### config.mk
export PLATFORM = sky130hd
export DESIGN_NAME = x_fetch
export DESIGN_NICKNAME = d
export VERILOG_FILES = /design/src/rtl/x_fetch_pkg.sv /design/src/rtl/x_fetch_step_counter.sv /design/src/rtl/x_fetch.sv
export SDC_FILE = /design/constraint.sdc
export NUM_CORES = 1
export LEC_CHECK = 0
export ABC_AREA = 1
export BUFFER_PORTS_ARGS = -buffer_cell sky130_fd_sc_hd__buf_2
export CAP_MARGIN = 30
export CORE_AREA = 5 5 138 140
export CTS_CLUSTER_DIAMETER = 200
export DETAILED_ROUTE_END_ITERATION = 6
export DIE_AREA = 0 0 143 145
export PLACE_DENSITY = 0.61
export SETUP_SLACK_MARGIN = 0.4
export SLEW_MARGIN = 20
export SYNTH_ARGS = -nofsm -noshare
export SYNTH_HDL_FRONTEND = slang
export SYNTH_SLANG_ARGS = --single-unit
### constraint.sdc
create_clock -name clk -period 4.2 [get_ports clk]
set_clock_uncertainty 0.15 [all_clocks]
set_input_delay 0.21 -clock clk [delete_from_list [all_inputs] [get_ports clk]]
set_output_delay 0.21 -clock clk [all_outputs]
set_load 0.03 [all_outputs]
### src/rtl/x_fetch_pkg.sv
// Shared LSTM definitions for the x-vector fetch path: FSM encoding,
// default geometry and the derived sequence length.
package x_fetch_pkg;

  typedef enum logic [1:0] {
    IDLE  = 2'd0,
    FETCH = 2'd1,
    DRAIN = 2'd2
  } state_t;

  localparam int DEF_NUM            = 45;
  localparam int DEF_NUM_ITERATIONS = 8;

  function automatic int seq_words(input int num, input int iters);
    return num * iters;
  endfunction

  function automatic int cnt_width(input int n);
    return (n > 1) ? $clog2(n) : 1;
  endfunction

  localparam int SEQ_WORDS = seq_words(DEF_NUM, DEF_NUM_ITERATIONS);

endpackage

### src/rtl/x_fetch_step_counter.sv
// Word-within-vector and timestep counters for one sequence fetch;
// the word counter wraps into the step counter.
module step_counter
  import x_fetch_pkg::*;
#(
  parameter int NUM            = DEF_NUM,
  parameter int NUM_ITERATIONS = DEF_NUM_ITERATIONS,
  localparam int WW            = cnt_width(NUM),
  localparam int SW            = cnt_width(NUM_ITERATIONS)
) (
  input  logic          clk,
  input  logic          rst,
  input  logic          advance,
  input  logic          clear,
  output logic [WW-1:0] word_cnt,
  output logic [SW-1:0] step_cnt,
  output logic          last_word,
  output logic          last_step
);

  localparam logic [WW-1:0] WORD_MAX = WW'(NUM - 1);
  localparam logic [SW-1:0] STEP_MAX = SW'(NUM_ITERATIONS - 1);

  logic [WW-1:0] r_word;
  logic [SW-1:0] r_step;

  // NOTE: clocked state is written with <= so every register samples pre-edge values.
  always_ff @(posedge clk) begin
    if (!rst) begin
      r_word <= '0;
      r_step <= '0;
    end else if (clear) begin
      r_word <= '0;
      r_step <= '0;
    end else if (advance) begin
      if (last_word) begin
        r_word <= '0;
        r_step <= last_step ? '0 : r_step + 1'b1;
      end else begin
        r_word <= r_word + 1'b1;
      end
    end
  end

  assign word_cnt  = r_word;
  assign step_cnt  = r_step;
  assign last_word = (r_word == WORD_MAX);
  assign last_step = (r_step == STEP_MAX);

endmodule

### src/rtl/x_fetch.sv
// Streams one stored input sequence (NUM words x NUM_ITERATIONS steps) from a
// combinational-read x memory to a valid/ready consumer, tagging vector/step ends.
module x_fetch
  import x_fetch_pkg::*;
#(
  parameter int WIDTH          = 32,
  parameter int NUM            = DEF_NUM,
  parameter int NUM_ITERATIONS = DEF_NUM_ITERATIONS,
  parameter int NUM_SEQ        = 2
) (
  input  logic                    clk,
  input  logic                    rst,
  input  logic                    start,
  input  logic        [WIDTH-1:0] seq_sel,
  output logic        [WIDTH-1:0] addr,
  input  logic signed [WIDTH-1:0] mem_data,
  output logic signed [WIDTH-1:0] out_data,
  output logic                    out_valid,
  input  logic                    out_ready,
  output logic                    out_last_word,
  output logic                    out_last_step,
  output logic                    busy,
  output logic                    done
);

  localparam int WW = cnt_width(NUM);
  localparam int SW = cnt_width(NUM_ITERATIONS);
  localparam logic [WIDTH-1:0] SEQ_LEN = WIDTH'(seq_words(NUM, NUM_ITERATIONS));

  state_t r_state;
  state_t w_next;

  logic        [WIDTH-1:0] r_addr;
  logic signed [WIDTH-1:0] r_data;
  logic                    r_valid;
  logic                    r_last_word;
  logic                    r_last_step;
  logic                    r_done;

  logic          w_accept;
  logic          w_load;
  logic          w_drain_exit;
  logic          w_busy;
  logic          w_last_word;
  logic          w_last_step;
  logic          w_final;
  logic [WW-1:0] w_word_cnt;
  logic [SW-1:0] w_step_cnt;
  logic          w_cnt_unused;

  step_counter #(
    .NUM            (NUM),
    .NUM_ITERATIONS (NUM_ITERATIONS)
  ) u_step_counter (
    .clk       (clk),
    .rst       (rst),
    .advance   (w_load),
    .clear     (w_accept),
    .word_cnt  (w_word_cnt),
    .step_cnt  (w_step_cnt),
    .last_word (w_last_word),
    .last_step (w_last_step)
  );

  // Raw counts and memory depth are not needed here; only the wrap flags are.
  assign w_cnt_unused = ^{w_word_cnt, w_step_cnt, NUM_SEQ[0]};
  assign w_final      = w_last_word && w_last_step;

  always_ff @(posedge clk) begin
    if (!rst) r_state <= IDLE;
    else      r_state <= w_next;
  end

  always_comb begin
    w_next = r_state;
    case (r_state)
      IDLE:    if (w_accept)           w_next = FETCH;
      FETCH:   if (w_load && w_final)  w_next = DRAIN;
      DRAIN:   if (out_ready)          w_next = IDLE;
      default:                         w_next = IDLE;
    endcase
  end

  // NOTE: every output gets a default first so no path through the case infers a latch.
  always_comb begin
    w_busy       = 1'b0;
    w_accept     = 1'b0;
    w_load       = 1'b0;
    w_drain_exit = 1'b0;
    case (r_state)
      // A start coinciding with the done pulse is dropped.
      IDLE:  w_accept = start && !r_done;
      FETCH: begin
        w_busy = 1'b1;
        w_load = !r_valid || out_ready;
      end
      DRAIN: begin
        w_busy       = 1'b1;
        w_drain_exit = out_ready;
      end
      default: ;
    endcase
  end

  always_ff @(posedge clk) begin
    if (!rst) begin
      r_addr      <= '0;
      r_data      <= '0;
      r_valid     <= 1'b0;
      r_last_word <= 1'b0;
      r_last_step <= 1'b0;
      r_done      <= 1'b0;
    end else begin
      r_done <= w_drain_exit;
      // The final load leaves the address on the last word so it never leaves the sequence.
      if (w_accept)
        r_addr <= seq_sel * SEQ_LEN;
      else if (w_load && !w_final)
        r_addr <= r_addr + 1'b1;
      if (w_load) begin
        r_data      <= mem_data;
        r_valid     <= 1'b1;
        r_last_word <= w_last_word;
        r_last_step <= w_last_step;
      end else if (w_drain_exit) begin
        r_valid <= 1'b0;
      end
    end
  end

  assign addr          = r_addr;
  assign out_data      = r_data;
  assign out_valid     = r_valid;
  assign out_last_word = r_last_word;
  assign out_last_step = r_last_step;
  assign busy          = w_busy;
  assign done          = r_done;

endmodule
==> metrics.yaml, run 1 <==
cp_common_cell: "nand2_1"
post_drt_wl_per_cell_um: 13.0
cts.path.max_buffers: 2
cts_buffers: 9
yosys_warnings: 0
yosys_most_used_dff: "dfxtp_1"
drt_iter0_markers: 448
status: "finished, final reports clean"
fin_ws_ps: 917
postCtsSetupBuffers: 0
ys_seq_area_frac: 0.208
antenna_left: 0
clk_pin_slew_ps: 60
vias_per_cell: 4.82
placementRows: 49
fin_cells: 1585
path_cells: "buf_2 -> ha_1 -> inv_1 -> fa_1 -> fa_1 -> inv_1 -> ha_1 -> nand2_1 -> nor2_1 -> nand2_1 -> nor2_1 -> o21ai_0 -> nand3_1 -> nand2_1 -> nand3_1 -> nand3_1 -> nand2_1 -> inv_1"
ctsHtreeMaxLevel: 3
pre_cts_ws_ps: 595
coreArea_mm2: 0.0177
post_cts_resize_count: 0
syn_to_final_growth_pct: 19.7
p_leak_nw: 5.00
min_path_type: "primary input to flop"
synth_cells: 1196
worstHoldStart: "seq_sel[1]"
final.period_utilization: 0.782
syn_avg_cell_area_um2: 6.36
cts_tree: "done"
grt_pass1_vias: 7432
layout-drive-gt1-share: 0.125
gp_congestion: 0.914
grt_overflow_total: 0
tightest_slew_ps: 877
grt_pass1_wl_um: 34700
wl_um: 20500
cp.required_ps: 4290
irDropWorstVdd_v: 0.000392
dr_total_vias: 7633
ys_types: 38
max-slew-margin-rel: 0.415
grt_util_all_layers: 0.201
io_pins: 137
synth_edf_count: 0
async_flop_share: 0
power_density_mw_per_mm2: 594
syn_area_mm2: 0.00760
port_buffers: 133
critPathLaunch: "seq_sel[22]"
ctsHoldBuffers: 33
tns_ps: 0
max_stage_delay_ps: 510
setup_viol: 0
maxCapViolCount: 0
grt_max_degree: 48
critical-path-top-delay-family: "adder cells"
fin_area_mm2: 0.00910
slowest_stage: "fa_1"
hpwl_um: 16200
syn_nets: 1372
start_kind: "primary input"
ys_seq_elements: 79
crit_fanout: 5
rsz0062_at_grt: "no"
dp.cells: 1536
hold_viol: 0
worstSetupPathType: "primary input to flop"
drc: 0
r2r_start: "u_step_counter.step_cnt[0]"
diodes: 0
dr.pass1.iters: 5
insertion_delay_ps: 350
dieArea_mm2: 0.0207
chipWidth_um: 143
maxSlewViolCount: 0
antenna_found_initial: 0
min_period_ps: 3280
nNetsFinal: 1527
dpl_cell_area_mm2: 0.00846
critPathCaptureType: "flop"
root_buffer: "clkbuf_16"
start_util: 0.429
crit_arrival_ps: 3380
die_h_um: 145
hold_slack_ps: 141
critPathBufInv: 4
max_freq_mhz: 305
clock_sinks: 79
## cells in the mapped netlist, drive strengths merged, types with 8 or more instances
cell type / instances / area share
o21ai: 61 / 0.041
nand2: 301 / 0.15
a21oi: 53 / 0.035
nor3: 11 / 0.0086
xor2: 13 / 0.015
fa: 38 / 0.10
ha: 70 / 0.12
dfxtp: 79 / 0.21
clkbuf: 17 / 0.0084
nor2: 155 / 0.080
buf: 8 / 0.0079
a31oi: 10 / 0.0082
xnor2: 8 / 0.0092
inv: 250 / 0.12
nand4: 23 / 0.019
nand3: 74 / 0.049
## worst register-to-register path: stages (launching register included)
cell     delay (ps)
dfxtp_1         350
ha_1            160
ha_1            160
inv_1            80
o21ai_2         570
inv_2           350
nor2_8          410
inv_2           100
nand2_1         100
inv_1            50
nand2_1          60
a21oi_1          60
## logic make-up after synthesis
group,after synthesis,synth area share
flops,79,0.208
buf+inv,275,0.140
fa+ha+maj,108,0.215
xor+xnor,21,0.0242
compound gates,135,0.0956
simple gates,578,0.317
## path summary, 6_finish.rpt
path	cells after the start	slack, ps	end
worst max-delay path	18	920	addr[27]
worst min-delay path	3	140	addr[4]
worst max register to register	11	1480	addr[30]
worst min register to register	2	330	out_last_word
## power by group
part | switching, mW | internal [mW]
clock network | 0.348 | 0.487
logic | 2.25 | 1.06
registers | 0.252 | 1.00
## state kept, by name (all words and copies together) (netlist names)
register                 cells
out_last_word                1
addr                        32
done                         1
r_state                      2
u_step_counter.step_cnt      3
u_step_counter.word_cnt      6
out_data                    32
out_last_step                1
out_valid                    1
## cell usage in the layout, fill, tap and decap left out, drive strengths merged
master and count:
a211oi 1, a21o 5, a21oi 53, a22oi 1, a31oi 10, and3 2
buf 136, bufinv 1, clkbuf 10, clkinv 2, dfxtp 79, dlygate4sd3 33
fa 38, ha 70, inv 253, nand2 301, nand3 74, nand3b 4
nand4 23, nor2 155, nor3 11, nor3b 1, nor4 1, o211a 1
o21a 1, o21ai 61, o21bai 1, o311ai 1, or2 6, xnor2 8
xor2 13
## per-layer routing
layer | global-route usage | part of all wire | wire length (um)
met4 | 0.0561 | 0.024 | 485
met5 | 0 | 0 | 0
met1 | 0.262 | 0.47 | 9590
met3 | 0.0457 | 0.062 | 1270
met2 | 0.332 | 0.45 | 9190
## cell type report
class / instances / area, um2
multi-input combinational: 842 / 4960
sequential: 79 / 1580
clock inverter: 6 / 76.3
tap: 229 / 287
timing repair buffer: 169 / 1020
inverter: 250 / 938
fill: 1853 / 8620
clock buffer: 10 / 239
## stage by stage
step | utilization | power (mW)
2_1_floorplan | - | 3.70
4_1_cts | 0.514 | 5.45
3_3_place_gp | 0.477 | 4.55
3_5_place_dp | 0.477 | 4.57
5_1_grt | 0.514 | 5.95
6_report | 0.514 | 5.40
Note: power is estimated with default switching activity, not from simulation.
==> run 2, diff against run 1 <==
==> constraint.sdc (replaced) <==
create_clock -name clk -period 3.2 [get_ports clk]
set_clock_uncertainty 0.15 [all_clocks]
set_input_delay 0.16 -clock clk [delete_from_list [all_inputs] [get_ports clk]]
set_output_delay 0.16 -clock clk [all_outputs]
set_load 0.03 [all_outputs]
==> run 2 against run 1 <==
  * Sequential cell count is the same
  * Combinational power grew 82%
  * Hold slack lost 110 ps
  * Largest power group unchanged
==> metrics.yaml, run 2 (same netlist as run 1, synthesis figures left out) <==
status: "finished, final reports clean"
layout-drive-gt1-share: 0.302
power_density_mw_per_mm2: 815
rsz0062_at_grt: "yes"
reg2reg_depth: 9
clock_sinks: 79
coreArea_mm2: 0.0177
dr.pass1.iters: 5
die_h_um: 145
worstSetupPathType: "primary input to flop"
drt_iter0_markers: 334
regArea_mm2: 0.00158
min_period_ps: 2860
crit_fanout: 4
r2r_start: "r_state[1]"
ctsHtreeMaxLevel: 3
fin_ws_ps: 343
chipWidth_um: 143
layout_common_cells: "nand2_1, inv_1, nor2_1, buf_2, dfxtp_1"
layout_commonest_cell: "nand2_1"
io_pins: 137
placementRows: 49
p_leak_nw: 5.46
grt_util_all_layers: 0.215
fin_area_mm2: 0.0108
cts_tree: "done"
wl_um: 22900
hold_depth: 3
vias_per_cell: 4.91
maxSlewViolCount: 0
worstHoldStart: "rst"
maxCapViolCount: 0
hold_slack_ps: 34.6
final.period_utilization: 0.893
fillers: 1681
dp.cells: 1580
crit_arrival_ps: 2950
port_buffers: 133
clk_pin_slew_ps: 60
post_drt_wl_per_cell_um: 13.9
whs_endpoint: "addr[31]"
irDropWorstVdd_v: 0.000536
syn_to_final_growth_pct: 42.1
insertion_delay_ps: 340
critPathLaunch: "seq_sel[10]"
max-slew-margin-rel: 0.437
dieArea_mm2: 0.0207
cts_buffers: 9
grt_overflow_total: 0
nNetsFinal: 1587
grt_pass1_vias: 7865
rrSetupSlack_ps: 700
gp_congestion: 0.907
drc: 0
cp.required_ps: 3290
root_buffer: "clkbuf_16"
cts.path.max_buffers: 2
reg2reg_to: "u_step_counter.word_cnt[4]"
hold_viol: 0
fin_cells: 1644
grt_pass1_wl_um: 37100
critPathCaptureType: "flop"
tns_ps: 0
multi_input_area_mm2: 0.00612
dr_total_vias: 8066
hpwl_um: 17300
diodes: 0
setup_viol: 0
dpl_cell_area_mm2: 0.00915
grt_max_degree: 40
tightest_slew_ps: 844
max_freq_mhz: 350
antenna_left: 0
min_path_type: "primary input to flop"
antenna_found_initial: 0
pre_cts_ws_ps: -56.8
start_kind: "primary input"
start_util: 0.429
## run 2: cell types whose count changed in the layout (fill, tap and decap cells not counted), sizes merged
cell | previous run | this run
clkinv | 2 | 1
clkbuf | 10 | 9
inv | 253 | 252
bufinv | 1 | 2
buf | 136 | 196
clkinvlp | 0 | 1
## run 2: power by group
part	internal, mW	switching [mW]
logic	2.31	3.72
clock network	0.686	0.447
registers	1.32	0.332
total	4.31	4.50
## run 2: worst max path at each step
stage | to
after floorplan | addr[30]
after global placement | addr[31]
after detailed placement | addr[30]
after CTS | addr[27]
after global routing | addr[27]
final | addr[27]
## run 2: layer usage
metal | vias to the layer above | track usage | wire length, um
met3 | 27 | 0.0382 | 1250
met1 | 3702 | 0.268 | 9770
met5 | - | 0 | 0
met2 | 193 | 0.381 | 11500
li1 | 4144 | - | -
met4 | 0 | 0.0523 | 444
## run 2: layout make-up
type / instances / share of cell area
inverter: 250 / 0.0882
clock buffer: 9 / 0.0208
multi-input combinational: 842 / 0.566
tap: 229 / 0.0265
clock inverter: 6 / 0.00868
timing repair buffer: 229 / 0.143
sequential: 79 / 0.146
## run 2: timing repair
action	CTS	global route
pin swaps	15	92
endpoints found under the setup margin	16	20
gates resized for setup	26	186
buffers inserted	0	16
hold buffers	33	0
endpoints found under the hold margin	34	0
## run 2: critical path, cell delays in order
cell and delay (ps):
buf_8 100, ha_4 270, inv_4 30, fa_1 490, fa_1 560, inv_2 50, ha_4 310, nand2_4 90
nor2_4 170, nand2_1 80, nor2_1 140, o21ai_2 80, nand3_1 70, nand2_1 60, nand3_2 80, nand3_2 70
nand2_1 50, inv_1 40
## run 2: through the flow
step / utilization / total power, mW
detailed placement: 0.516 / 6.71
CTS: 0.560 / 8.04
finish: 0.610 / 8.81
floorplan: - / 5.20
global placement: 0.516 / 6.67
global route: 0.610 / 9.52
==> run 3, diff against run 2 <==
--- a/config.mk
+++ b/config.mk
@@ -12,7 +12,7 @@
 export CTS_CLUSTER_DIAMETER = 200
 export DETAILED_ROUTE_END_ITERATION = 6
 export DIE_AREA = 0 0 143 145
-export PLACE_DENSITY = 0.61
+export PLACE_DENSITY = 0.63
 export SETUP_SLACK_MARGIN = 0.4
 export SLEW_MARGIN = 20
 export SYNTH_ARGS = -nofsm -noshare
==> constraint.sdc (replaced) <==
create_clock -name clk -period 2.4 [get_ports clk]
set_clock_uncertainty 0.15 [all_clocks]
set_input_delay 0.12 -clock clk [delete_from_list [all_inputs] [get_ports clk]]
set_output_delay 0.12 -clock clk [all_outputs]
set_load 0.03 [all_outputs]
==> run 3 against run 2 <==
  * The run now ends with setup timing left
  * Hold slack better by 9.6 ps
  * Setup slack worse by 660 ps
  * Sequential cell count stayed put
  * Highest routed layer unchanged
==> metrics.yaml, run 3 (same netlist as run 1, synthesis figures left out) <==
status: "finished with violations"
violations: "setup timing"
met2_usage: 0.397
fin_ws_ps: -321
grt_util_met1: 0.284
hold_viol: 0
rsz0062_at_grt: "yes"
grt_overflow_total: 0
clk_pin_slew_ps: 80
min_period_ps: 2720
maxCapViolCount: 0
pwr-share-seq: 0.172
max_freq_mhz: 367
cts_tree: "done"
max_stage_delay_ps: 570
layout_common_cells: "nand2_1, inv_1, nor2_1, buf_2, buf_4"
vias_per_cell: 4.93
io_pins: 137
chipWidth_um: 143
internal_power_mw: 6.33
insertion_delay_ps: 360
reg2reg_depth: 10
worstSetupPathType: "primary input to flop"
layout_commonest_cell: "nand2_1"
max-slew-margin-rel: 0.455
final.period_utilization: 1.13
grt_pass1_vias: 8253
p_switching_mw: 6.51
hold_depth: 4
slowest_stage: "fa_1"
use_met3: 0.0431
dr_total_vias: 8364
root_buffer: "clkbuf_16"
maxSlewViolCount: 0
p_comb_frac: 0.712
crit_fanout: 4
port_buffers: 133
power_density_mw_per_mm2: 1090
cts.path.max_buffers: 2
post_drt_wl_per_cell_um: 14.4
min_path_type: "primary input to flop"
grt.busiest_layer: "met2"
final_core_util: 0.667
path_cells: "buf_8 -> ha_4 -> inv_4 -> fa_1 -> fa_1 -> inv_2 -> ha_4 -> nand2_4 -> nor2_4 -> buf_6 -> nand2_4 -> nor2_4 -> nand2_2 -> nand3_2 -> nand2_2 -> nand3_2 -> nand3_2 -> nand2_1 -> inv_1"
placementRows: 49
grt_util_all_layers: 0.229
hold_slack_ps: 44.2
cp_common_cell: "nand3_2"
sw_frac_of_total: 0.507
nNetsFinal: 1637
syn_to_final_growth_pct: 55.5
crit_arrival_ps: 2830
critical_path_depth: 19
fillers: 1499
start_kind: "primary input"
start_util: 0.429
gp_congestion: 0.892
wl_um: 24400
tns_ps: -5080
coreArea_mm2: 0.0177
critical-path-top-delay-family: "adder cells"
die_h_um: 145
layout-drive-gt1-share: 0.375
irDropWorstVdd_v: 0.000752
drc: 0
dieArea_mm2: 0.0207
critPathBufInv: 5
cp.required_ps: 2510
tightest_slew_ps: 816
diodes: 0
p_clk_frac: 0.116
ctsHtreeMaxLevel: 3
clock_sinks: 79
grt_pass1_wl_um: 39200
cts_buffers: 9
antenna_found_initial: 0
antenna_left: 0
dr.pass1.iters: 5
setup_viol: 22
grt_max_degree: 46
p_leak_nw: 5.89
drt_iter0_markers: 382
hpwl_um: 18000
critPathCaptureType: "flop"
p_total_mw: 12.8
-- run 3: cell count changes in the layout (fill, tap and decap cells not counted), sizes merged --
cell | previous run | this run
buf | 196 | 243
bufinv | 2 | 1
clkinvlp | 1 | 4
dlygate4sd3 | 33 | 35
inv | 252 | 251
nor2 | 155 | 156
-- run 3: per-stage QoR --
| step | std cells | area, um2 | worst slack, ps |
|---|---|---|---|
| after floorplan | 1196 | 8330 | -342 |
| after global placement | 1621 | 9840 | -748 |
| after detailed placement | 1621 | 9840 | -771 |
| after CTS | 1684 | 11200 | -316 |
| after global routing | 1695 | 11800 | -479 |
| final | 1695 | 11800 | -321 |
-- run 3: path summary, 6_finish.rpt --
path	start	slack (ps)	end
max	seq_sel[18]	-320	addr[29]
min	start	40	addr[1]
max reg2reg	u_step_counter.word_cnt[3]	260	addr[23]
min reg2reg	out_last_word	320	out_last_word
-- run 3: layout make-up --
type / count / area (um2) / share of cell area
flip-flops and latches: 79 / 1580 / 0.134
multi-input cells: 843 / 6520 / 0.552
clock buffers: 9 / 225 / 0.0190
inverters: 250 / 968 / 0.0819
repair buffers: 278 / 2150 / 0.182
well taps: 229 / 287 / 0.0242
clock inverters: 7 / 87.6 / 0.00741
-- run 3: worst reg2reg max path, stage by stage (launching register included) --
cell,delay [ps]
dfxtp_1,430
nand2_1,90
nor2_1,80
nand3_1,160
o21ai_4,330
inv_2,170
nor2_8,260
inv_2,80
o21ai_1,130
inv_1,50
a21oi_1,140
-- run 3: power groups by stage --
stage	clock, mW	sequential (mW)	combinational, mW
detailed placement	0	2.21	7.43
CTS	1.52	2.19	8.21
finish	1.49	2.21	9.16
global route	1.58	2.26	9.99
floorplan	0	2.93	4.41
global placement	0	2.22	7.37
-- run 3: layer usage --
layer / wire length (um) / share of wire
met1: 10100 / 0.41
met2: 12300 / 0.50
met3: 1420 / 0.058
met4: 635 / 0.026
met5: 0 / 0
-- run 3: timing repair --
action | 4_1_cts | 5_1_grt
pin swaps | 78 | 114
setup buffers | 13 | 9
hold endpoints to repair | 36 | 1
cloned | 0 | 1
endpoints found under the setup margin | 26 | 57
resized for setup | 148 | 150
hold buffers | 34 | 1
